--- src/rtl/difftest_step_batcher_if.sv ---
// +--------------------------------------------------------------------------+
// | difftest_step_batcher_if                                                  |
// | Cycle-commit input / batched-step output bundle for the step batcher.     |
// | Revision: 1.0                                                             |
// +--------------------------------------------------------------------------+
`default_nettype none

interface difftest_step_batcher_if #(
  parameter int STEP_WIDTH = 8
);
  logic                  cycle_valid;
  logic                  flush;
  logic [7:0]            simv_result;
  logic [STEP_WIDTH-1:0] step;
  logic                  halted;
  logic [7:0]            result_code;
  logic [63:0]           total_cycles;

  modport master (
    output cycle_valid, flush, simv_result,
    input  step, halted, result_code, total_cycles
  );

  modport slave (
    input  cycle_valid, flush, simv_result,
    output step, halted, result_code, total_cycles
  );
endinterface

`default_nettype wire

--- src/rtl/difftest_step_batcher.sv ---
// +--------------------------------------------------------------------------+
// | difftest_step_batcher                                                     |
// | Batches per-cycle commit pulses into one step emission per batch.         |
// | Revision: 1.0                                                             |
// +--------------------------------------------------------------------------+
`default_nettype none

module difftest_step_batcher #(
  parameter int STEP_WIDTH   = 8,
  parameter int BATCH_SIZE   = 64,
  parameter int IDLE_TIMEOUT = 16
) (
  input wire logic               clock,
  input wire logic               reset,
  difftest_step_batcher_if.slave bus
);

  localparam logic [0:0] c_run    = 1'b0;
  localparam logic [0:0] c_halted = 1'b1;

  localparam int c_IDLE_W = (IDLE_TIMEOUT > 1) ? $clog2(IDLE_TIMEOUT) : 1;
  localparam logic [c_IDLE_W-1:0] c_IDLE_LAST =
    c_IDLE_W'((IDLE_TIMEOUT > 0) ? IDLE_TIMEOUT - 1 : 0);
  localparam logic c_TO_EN = (IDLE_TIMEOUT != 0);
  localparam logic [STEP_WIDTH:0] c_BATCH = (STEP_WIDTH + 1)'(BATCH_SIZE);

  generate
    if (BATCH_SIZE < 1 || BATCH_SIZE > (2 ** STEP_WIDTH) - 1) begin : g_bad_batch_size
      $error("difftest_step_batcher: BATCH_SIZE out of range 1..2^STEP_WIDTH-1");
    end
  endgenerate

  logic [0:0]            state_q, state_d;
  logic [STEP_WIDTH-1:0] acc_q, acc_d;
  logic [c_IDLE_W-1:0]   idle_q, idle_d;
  logic [STEP_WIDTH-1:0] step_q, step_d;
  logic                  halted_q, halted_d;
  logic [7:0]            result_code_q, result_code_d;
  logic [63:0]           total_q, total_d;

  logic                  w_valid;
  logic                  w_flush;
  logic [7:0]            w_simv;
  logic [STEP_WIDTH:0]   w_acc_next;
  logic                  w_emit;

  assign w_valid    = bus.cycle_valid;
  assign w_flush    = bus.flush;
  assign w_simv     = bus.simv_result;
  // One extra bit so reaching BATCH_SIZE is observable before truncation.
  assign w_acc_next = {1'b0, acc_q} + (STEP_WIDTH + 1)'(w_valid);

  assign w_emit = (w_acc_next == c_BATCH)
               || (w_flush && (w_acc_next != '0))
               || (c_TO_EN && !w_valid && (acc_q != '0) && (idle_q == c_IDLE_LAST));

  always_ff @(posedge clock) begin
    if (reset) begin
      state_q       <= c_run;
      acc_q         <= '0;
      idle_q        <= '0;
      step_q        <= '0;
      halted_q      <= 1'b0;
      result_code_q <= '0;
      total_q       <= '0;
    end else begin
      state_q       <= state_d;
      acc_q         <= acc_d;
      idle_q        <= idle_d;
      step_q        <= step_d;
      halted_q      <= halted_d;
      result_code_q <= result_code_d;
      total_q       <= total_d;
    end
  end

  always_comb begin
    state_d = state_q;
    if ((state_q == c_run) && (w_simv != 8'd0)) begin
      state_d = c_halted;
    end
  end

  always_comb begin
    acc_d         = acc_q;
    idle_d        = idle_q;
    step_d        = '0;
    halted_d      = halted_q;
    result_code_d = result_code_q;
    total_d       = total_q;
    if (state_q == c_run) begin
      if (w_simv != 8'd0) begin
        // Final drain: the halting cycle's commit is still counted.
        if (w_acc_next != '0) begin
          step_d  = w_acc_next[STEP_WIDTH-1:0];
          total_d = total_q + 64'(w_acc_next);
        end
        acc_d         = '0;
        idle_d        = '0;
        result_code_d = w_simv;
        halted_d      = 1'b1;
      end else if (w_emit) begin
        step_d  = w_acc_next[STEP_WIDTH-1:0];
        total_d = total_q + 64'(w_acc_next);
        acc_d   = '0;
        idle_d  = '0;
      end else begin
        acc_d  = w_acc_next[STEP_WIDTH-1:0];
        idle_d = (w_valid || (w_acc_next == '0)) ? '0 : idle_q + 1'b1;
      end
    end
  end

  assign bus.step         = step_q;
  assign bus.halted       = halted_q;
  assign bus.result_code  = result_code_q;
  assign bus.total_cycles = total_q;

endmodule

`default_nettype wire

--- src/flat_wrapper.sv ---
// flat-port wrapper written by rule: the top's interface ports become plain ports
module difftest_step_batcher_flat 
#(
  parameter int STEP_WIDTH   = 8,
  parameter int BATCH_SIZE   = 64,
  parameter int IDLE_TIMEOUT = 16
)
  (clock, reset, bus_cycle_valid, bus_flush, bus_simv_result, bus_step, bus_halted, bus_result_code, bus_total_cycles);
  difftest_step_batcher_if #(.STEP_WIDTH(STEP_WIDTH)) bus_i ();
  input wire logic clock;
  input wire logic reset;
  input wire logic [$bits(bus_i.cycle_valid)-1:0] bus_cycle_valid;
  input wire logic [$bits(bus_i.flush)-1:0] bus_flush;
  input wire logic [$bits(bus_i.simv_result)-1:0] bus_simv_result;
  output wire logic [$bits(bus_i.step)-1:0] bus_step;
  output wire logic [$bits(bus_i.halted)-1:0] bus_halted;
  output wire logic [$bits(bus_i.result_code)-1:0] bus_result_code;
  output wire logic [$bits(bus_i.total_cycles)-1:0] bus_total_cycles;
  assign bus_i.cycle_valid = bus_cycle_valid;
  assign bus_i.flush = bus_flush;
  assign bus_i.simv_result = bus_simv_result;
  assign bus_step = bus_i.step;
  assign bus_halted = bus_i.halted;
  assign bus_result_code = bus_i.result_code;
  assign bus_total_cycles = bus_i.total_cycles;
  difftest_step_batcher #(.STEP_WIDTH(STEP_WIDTH), .BATCH_SIZE(BATCH_SIZE), .IDLE_TIMEOUT(IDLE_TIMEOUT)) u_core (.clock(clock), .reset(reset), .bus(bus_i));
endmodule
--- config.mk ---
export PLATFORM = sky130hd
export DESIGN_NAME = difftest_step_batcher_flat
export DESIGN_NICKNAME = d
export VERILOG_FILES = /design/src/rtl/difftest_step_batcher_if.sv /design/src/rtl/difftest_step_batcher.sv /design/src/flat_wrapper.sv
export SDC_FILE = /design/constraint.sdc
export NUM_CORES = 1
export LEC_CHECK = 0
export CAP_MARGIN = 20
export CORE_AREA = 4 4 134 136
export CTS_CLUSTER_DIAMETER = 50
export DETAILED_ROUTE_END_ITERATION = 6
export DIE_AREA = 0 0 138 140
export PLACE_DENSITY_LB_ADDON = 0.08
export SLEW_MARGIN = 20
export SYNTH_ARGS = -nofsm -noshare
export SYNTH_HDL_FRONTEND = slang
export SYNTH_SLANG_ARGS = --single-unit
--- constraint.sdc ---
create_clock -name clock -period 4.9 [get_ports clock]
set_input_delay 0.98 -clock clock [delete_from_list [all_inputs] [get_ports clock]]
set_output_delay 0.98 -clock clock [all_outputs]
set_load 0.02 [all_outputs]
Word-level counts from Yosys, hierarchy flattened
Index checks and enable logic that the tools add are counted.
{ "word_totals": {"word_cells": 41, "out_inout_bits": 81, "ff_bits": 94, "inputBits": 12} }
{ "classes": {"reduce_logical": 16, "mux": 11, "eq_ne": 3, "add_sub_neg": 3, "n_bitwise": 1} }
{ "ops": {"columns": ["cell", "count"], "rows": [
  ["$mux W64", 3],
  ["$add A64 B9 Y64", 1],
  ["$mux W8", 5],
  ["$reduce_bool A8 Y1", 2],
  ["$mux W4", 3],
  ["$add A8 B1 Y9", 1],
  ["$eq A9 B7 Y1 const B", 1],
  ["$logic_not A9 Y1", 1],
  ["$reduce_bool A9 Y1", 1],
  ["$add A4 B1 Y4 const B", 1],
  ["$eq A4 B4 Y1 const B", 1],
  ["$logic_and A1 B1 Y1", 4],
  ["$logic_or A1 B1 Y1", 3],
  ["$reduce_and A3 Y1", 1],
  ["$ne A2 B2 Y1 const B", 1],
  ["$reduce_and A2 Y1", 1],
  ["$reduce_bool A2 Y1", 1],
  ["$reduce_or A2 Y1", 1],
  ["$logic_not A1 Y1", 1],
  ["$not A1 Y1", 1]
]} }

Logic depth before layout (Yosys ltp)
Gate-level depths: netlist (run 1).
{ "depth": {"word_depth": 7, "ltp_mapped": 15, "mapped_depth_nobuf": 13} }

Worst setup path before layout (run 1)
No wires, ideal clock.
{ "synth_path": {"kind": "input -> register", "from": "input bus_cycle_valid", "to": "register u_core.total_q[63], in the netlist u_core.bus.total_cycles[63]", "path_buffers": 1, "required_ns": 4.779, "t_arrival_ns": 4.159, "setup_ns": 0.121, "path_stages": 14, "slack_ns": 0.620, "path_cell_list": "ha_1 > ha_1 > and3_1 > xnor2_1 > inv_1 > ha_1 > a21o_1 > nor2_1 > a31o_2 > a2111oi_0 > a311oi_2 > buf_2 > nor4_1 > mux2_2"} }
{ "synth_between": {"elab_chain_cells": 7, "word_cells_on_any_way": 16, "cone_classes": "add/sub: 2; eq/ne: 2; mux: 3; reduce/logical: 9"} }
{ "synth_lines": {"columns": ["item", "line_no", "rtl"], "rows": [
  ["start, declared", "flat_wrapper.sv:12", "input wire logic [$bits(bus_i.cycle_valid)-1:0] bus_cycle_valid;"],
  ["branches (longest 7 deep; another with $add A64 B9 Y64)", null, null],
  ["end signal, assigned", "difftest_step_batcher.sv:73", "total_q <= total_d;"],
  ["end, declared", "difftest_step_batcher.sv:39", "logic [63:0] total_q, total_d;"]
]} }
Several ways; the timed one is not identified. The select of a mux whose other input is x is not followed.
A chain may end at the register's enable or synchronous reset.

Worst setup path after layout (run 1)
{ "layout_path": {"from": "input bus_cycle_valid", "to": "register u_core.total_q[53], in the netlist u_core.bus.total_cycles[53]"} }
The elaborated chain is that of the path after synthesis.

==> results.md, run 1 <==
* CTS resizes at 0
* Syn_area_per_cell at 8.17 um2
* Final WS setup at 0.373 ns
* Met3 wire length at 516 um
* Hold-critical path endpoint: u_core.bus.total_cycles[2]$_SDFFE_PP0P_
* Seq/Total Area, Yosys at 37.5%
* Fillers at 1744
* DR vias/cell at 5.36
* CTS Buf Count at 9
* Period minus WS final at 4.53 ns
* Hold buffers post-CTS at 0
* Clock power frac at 47.0%
* FF-to-FF Start: u_core.acc_q[4]$_SDFFE_PP0N_
* Synth Area in XOR/XNOR at 2.27%
* Core ar. at 0.0169 mm2
* Leakage at 2.03 nW
* Clk Tree Root Cell: clkbuf_16
* # diodes at 0
* Final Hold Viols at 0
* Switch share at 22.4%
* Fin nets at 704
* Depth of the CTS H-tree at 3
* Main combinational cell family by area after synthesis: simple AND/OR/NAND/NOR gates
* Commonest non-fill, non-tap cell in the layout: dfxtp_1
* Crit-path slowest cell: or4_1
* Adder-Cell Fraction of Synth Area at 3.83%
* Buf+Inv Stages, Crit Path at 4
* Yosys synthesis warning count at 0
* FFs w/ async S/R, synth at 0%
* Yosys cell types at 63
* Slew Limit Headroom at 44.0%
* Total GRT Usage at 14.9%
* Yosys reg bits at 93
* P&R area growth vs syn at 30.0%
* Worst Clk Skew at 0.00999 ns
* Hold Crit Depth at 2
* Area of the multi-input gates at 0.00289 mm2
* Largest net degree at the start of global routing at 55
* Syn Nets at 633
* HP Start: u_core.bus.total_cycles[2]$_SDFFE_PP0P_
* Final worst-path cycle share at 92.4%
* Vias at 4863
* Initial DRC Count at 300
* Sequential share of power at 47.6%
* Commonest non-fill, non-tap cells in the layout: dfxtp_1, clkdlybuf4s50_1, a21oi_1
* Worst reg-to-reg setup slack at 1.18 ns
* Slew @ Worst Pin at 0.835 ns
* Syn Inst Count at 608
* GRT overflow at 0
* Pwr Density at 250 mW/mm2
* Routed Antenna Nets at 0
* Reg area at 0.00186 mm2
* Worst path arrival time at 4.80 ns
* Placer Congestion at 0.819
* Rows at 48
* Req. time, crit path at 5.17 ns
* R2r worst-path depth at 13
* # setup viols final at 0
* DRT Wirelength at 14.5 mm
* CP delay by family, top: compound AO/OA/AOI/OAI gates
* Fin util at 38.1%
* First-pass GRT wire length at 24.1 mm
* # Post-CTS Setup Buffers at 0
* DR WL/cell at 15.9 um
* RSZ-0062 raised after global routing: no
* Initial antenna violation count at 0
* TNS Setup at 0 ns
* Netlist Area Pre-Place at 0.00497 mm2
* FMAX at 221 MHz
* EDFF count, synth at 0
* Die W at 138 um
* Hpwl dp at 10.2 mm
* Met2 wire length at 6.75 mm
* 1st-pass router iterations at 7
* M1 WL at 7.05 mm
* Chip Height at 140 um
* CP Launch Type: primary input
* CTS tree: done
* Number of global-route vias before repair at 4654
* Pint at 1.25 mW
* R2R Path End: u_core.bus.total_cycles[53]$_SDFFE_PP0P_
* Post-Place Worst Slack at 0.0503 ns
* Die footprint at 0.0193 mm2
* Crit path cell chain: clkdlybuf4s50_1 > ha_1 > ha_1 > and3_1 > xnor2_1 > inv_1 > ha_1 > a21o_1 > nor2_1 > a31o_2 > a2111oi_0 > buf_4 > a311oi_4 > buf_12 > or4_1 > a21oi_1
* Max cap viols at 0
* Crit path top cell by count: ha_1
* Hold Crit Class: flop to flop
* Setup CP Type: primary input to flop
* CP peak stage delay at 0.50 ns
* Hold slack at 0.481 ns
* Final Max Tran Viols at 0
* Ports at 93
* Post-synthesis compound-gate area fraction at 23.1%
* Initial Util at 29.3%
* Simple-gate portion of the synthesized area at 27.0%
* IR drop worst, VDD at 149 uV
* DRC Markers at 0
* Clk slew on worst S/H paths at 0.07 ns
* Combinational Power Share at 5.4%
* Share of cells above drive strength 1 at 6.30%
* Max FO, Critical Path at 30
* Clock Sinks at 93
* Max Used Layer: met4
* Switch Pwr at 0.361 mW
* Port-buffer cells at 92
* Clk_lat worst skew at 0.35 ns
* Setup crit end kind: flop
* Synth Flop Type: dfxtp_1
* Clock buffer depth at 2
* Post-synthesis mux area share at 1.23%
* Outcome: finished clean
[worst reg2reg max path, delay by kind of cell, from the launching register on]
family / cells / cell delay (ns)
flip-flops: 1 / 0.59
adder cells (fa/ha/maj): 1 / 0.25
AO/OA/AOI/OAI: 5 / 1.06
AND/OR/NAND/NOR: 4 / 1.07
XOR/XNOR: 1 / 0.26
buffers and inverters: 2 / 0.44
[kinds of logic after synthesis]
logic type / count (synthesis)
fa+ha+maj: 15
mux: 6
simple gates: 240
buf+inv: 64
flops: 93
compound gates: 178
xor+xnor: 12
[per-layer routing]
metal  vias up  GRT usage, %
met1      2309          19.8
met4         0          5.04
met5         -             0
li1       2444             -
met2       100          24.5
met3        10          2.46
[Yosys cell counts (12+ instances only)]
cell | count | area, um2
nand3_1 | 30 | 150
nor2_1 | 45 | 169
nor3_1 | 12 | 60.1
dfxtp_1 | 93 | 1860
inv_1 | 21 | 78.8
ha_1 | 12 | 150
a21oi_1 | 70 | 350
or3_1 | 14 | 87.6
o21ai_0 | 23 | 115
nand4_1 | 15 | 93.8
nand2_1 | 38 | 143
clkbuf_1 | 32 | 120
or4_1 | 44 | 330
o31ai_1 | 44 | 330
[how the worst max path moves through the flow]
stage | startpoint | end | slack, ns | cells past startpoint
global route | bus_cycle_valid | u_core.bus.total_cycles[53]$_SDFFE_PP0P_ | 0.04 | 16
finish | bus_cycle_valid | u_core.bus.total_cycles[53]$_SDFFE_PP0P_ | 0.37 | 16
global placement | bus_cycle_valid | u_core.bus.total_cycles[57]$_SDFFE_PP0P_ | 0.12 | 16
floorplan | bus_cycle_valid | u_core.bus.total_cycles[63]$_SDFFE_PP0P_ | 0.62 | 14
CTS | bus_cycle_valid | u_core.bus.total_cycles[53]$_SDFFE_PP0P_ | 0.40 | 16
detailed placement | bus_cycle_valid | u_core.bus.total_cycles[53]$_SDFFE_PP0P_ | 0.05 | 16
[state kept, by name (all words and copies together) (netlist names)]
register	cells
u_core.bus.total_cycles	64
u_core.acc_q	8
u_core.bus.result_code	8
u_core.bus.step	8
u_core.idle_q	4
u_core.bus.halted	1
[metrics by stage]
step | area [um2] | cells | power [mW]
after global routing | 6460 | 908 | 1.68
after CTS | 6460 | 908 | 1.65
after global placement | 6140 | 893 | 0.874
final | 6460 | 908 | 1.62
after floorplan | 4970 | 608 | 0.834
after detailed placement | 6140 | 893 | 0.875
[power by group through the flow]
| stage | clock [mW] | sequential [mW] | combinational, mW |
|---|---|---|---|
| 2_1_floorplan | 0 | 0.792 | 0.0424 |
| 4_1_cts | 0.788 | 0.769 | 0.0886 |
| 3_3_place_gp | 0 | 0.787 | 0.0872 |
| 5_1_grt | 0.816 | 0.770 | 0.0952 |
| 6_report | 0.758 | 0.769 | 0.0873 |
| 3_5_place_dp | 0 | 0.787 | 0.0883 |
[layout make-up]
| class | instances | share of cell area, % |
|---|---|---|
| sequential | 93 | 28.8 |
| timing repair buffer | 102 | 15.9 |
| clock inverter | 4 | 1.12 |
| tap | 225 | 4.36 |
| clock buffer | 11 | 3.76 |
| multi-input combinational | 451 | 44.7 |
| inverter | 22 | 1.28 |
Power figures use the tool's default switching activity.
==> run 2, diff against run 1 <==
--- a/config.mk
+++ b/config.mk
@@ -10,7 +10,6 @@
 export CTS_CLUSTER_DIAMETER = 50
 export DETAILED_ROUTE_END_ITERATION = 6
 export DIE_AREA = 0 0 138 140
-export PLACE_DENSITY_LB_ADDON = 0.08
 export SLEW_MARGIN = 20
 export SYNTH_ARGS = -nofsm -noshare
 export SYNTH_HDL_FRONTEND = slang
==> results.md, run 2 (synthesis results as in run 1) <==
* Die footprint at 0.0193 mm2
* Slew @ Worst Pin at 0.835 ns
* First-pass GRT wire length at 23.1 mm
* # Post-CTS Setup Buffers at 0
* Clock Sinks at 93
* Clock buffer depth at 2
* Depth of the CTS H-tree at 3
* Crit path top cell by count: ha_1
* Switch share at 22.3%
* Crit-path slowest cell: clkdlybuf4s50_1
* CP peak stage delay at 0.47 ns
* 1st-pass router iterations at 4
* Max cap viols at 0
* Switch Pwr at 0.366 mW
* Clock power frac at 47.7%
* Post-route cell area at 0.00653 mm2
* Worst path arrival time at 4.68 ns
* Initial Util at 29.3%
* Req. time, crit path at 5.17 ns
* Commonest non-fill, non-tap cell in the layout: dfxtp_1
* Final Hold Viols at 0
* CP Launch Type: primary input
* DRT Wirelength at 13.8 mm
* Core ar. at 0.0169 mm2
* Sequential share of power at 46.9%
* Combinational Power Share at 5.4%
* P&R area growth vs syn at 31.5%
* Chip Height at 140 um
* Die W at 138 um
* Final worst-path cycle share at 90.0%
* FMAX at 227 MHz
* Hold buffers post-CTS at 0
* Fillers at 1763
* Vias at 4807
* CTS resizes at 0
* Number of global-route vias before repair at 4410
* Initial DRC Count at 222
* DR WL/cell at 15.1 um
* CTS Buf Count at 9
* RSZ-0062 raised after global routing: no
* Rows at 48
* IR drop worst, VDD at 181 uV
* Fin nets at 710
* DR vias/cell at 5.25
* GRT overflow at 0
* Clk Tree Root Cell: clkbuf_16
* Leakage at 2.08 nW
* # diodes at 0
* CTS tree: done
* DRC Markers at 0
* Ports at 93
* Final Max Tran Viols at 0
* Worst Clk Skew at 0.00718 ns
* # setup viols final at 0
* Clk slew on worst S/H paths at 0.07 ns
* Pwr Density at 251 mW/mm2
* Slew Limit Headroom at 44.3%
* Max reg flops at 64
* Largest net degree at the start of global routing at 55
* Placed cell areas at 0.00620 mm2
* Setup crit end kind: flop
* Placer Congestion at 0.786
* Clk_lat worst skew at 0.34 ns
* Hpwl dp at 9.70 mm
* Share of cells above drive strength 1 at 7.39%
* Total GRT Usage at 14.2%
* Outcome: finished clean
* Commonest non-fill, non-tap cells in the layout: dfxtp_1, clkdlybuf4s50_1, a21oi_1
* Crit path cell chain: clkdlybuf4s50_1 > ha_1 > ha_1 > and3_1 > xnor2_1 > inv_1 > ha_1 > a21o_1 > nor2_1 > a31o_2 > a2111oi_0 > buf_4 > a311oi_4 > buf_12 > or4_1 > a21oi_1
* Initial antenna violation count at 0
* Port-buffer cells at 92
* Setup CP Type: primary input to flop
* Period minus WS final at 4.41 ns
* Max FO, Critical Path at 29
* Hold Crit Class: flop to flop
* TNS Setup at 0 ns
* Pint at 1.27 mW
* Routed Antenna Nets at 0
-- run 2: changes by cell type in the layout (fill, tap and decap cells not counted) --
cell	before	now
inv_6	0	1
buf_4	7	12
clkbuf_1	1	0
clkbuf_8	1	2
buf_12	3	4
-- run 2: worst paths after layout --
kind                                               startpoint                                       end  slack, ns  cells after the start
worst max-delay path                          bus_cycle_valid  u_core.bus.total_cycles[47]$_SDFFE_PP0P_       0.49                     16
worst min-delay path            u_core.idle_q[3]$_SDFFE_PP0N_             u_core.idle_q[3]$_SDFFE_PP0N_       0.47                      2
worst max register to register   u_core.acc_q[4]$_SDFFE_PP0N_  u_core.bus.total_cycles[47]$_SDFFE_PP0P_       1.28                     14
worst min register to register  u_core.idle_q[3]$_SDFFE_PP0N_             u_core.idle_q[3]$_SDFFE_PP0N_       0.47                      2
-- run 2: per-stage QoR --
| step | utilization, % | power [mW] | hold WS (ns) | cells | worst slack, ns |
|---|---|---|---|---|---|
| floorplan | - | 0.834 | 0.441 | 608 | 0.620 |
| global placement | 36.6 | 0.876 | 0.463 | 899 | 0.209 |
| detailed placement | 36.6 | 0.876 | 0.461 | 899 | 0.135 |
| CTS | 38.6 | 1.67 | 0.471 | 915 | 0.500 |
| global route | 38.6 | 1.70 | 0.510 | 915 | 0.207 |
| finish | 38.6 | 1.64 | 0.473 | 915 | 0.492 |
-- run 2: routing by layer --
metal,routed length [um],global-route usage (%),share of wire [%],up-vias
li1,-,-,-,2458
met1,6860,19.6,50,2230
met2,6010,21.5,43,104
met3,715,3.11,5.2,15
met4,261,5.88,1.9,0
met5,0,0,0,-
-- run 2: worst max-delay path, delay by kind of cell --
family                     cells  cell delay [ns]
and+or+nand+nor                3             0.71
buffers and inverters          4             1.00
xor gates and xnor gates       1             0.19
AOI/OAI and AO/OA              5             1.01
adders and majority gates      3             0.80
-- run 2: cell type report --
class | instances | area [um2] | share of cell area (%)
sequential | 93 | 1860 | 28.5
tap | 225 | 282 | 4.31
timing repair buffer | 108 | 1090 | 16.6
inverter | 22 | 82.6 | 1.26
multi-input combinational | 451 | 2890 | 44.2
clock inverter | 5 | 81.3 | 1.24
clock buffer | 11 | 253 | 3.87
-- run 2: power by group through the flow --
stage	combinational, mW	sequential, mW	clock [mW]
3_3_place_gp	0.0896	0.787	0
3_5_place_dp	0.0895	0.786	0
6_report	0.0884	0.769	0.782
4_1_cts	0.0898	0.769	0.807
2_1_floorplan	0.0424	0.792	0
5_1_grt	0.0970	0.770	0.830
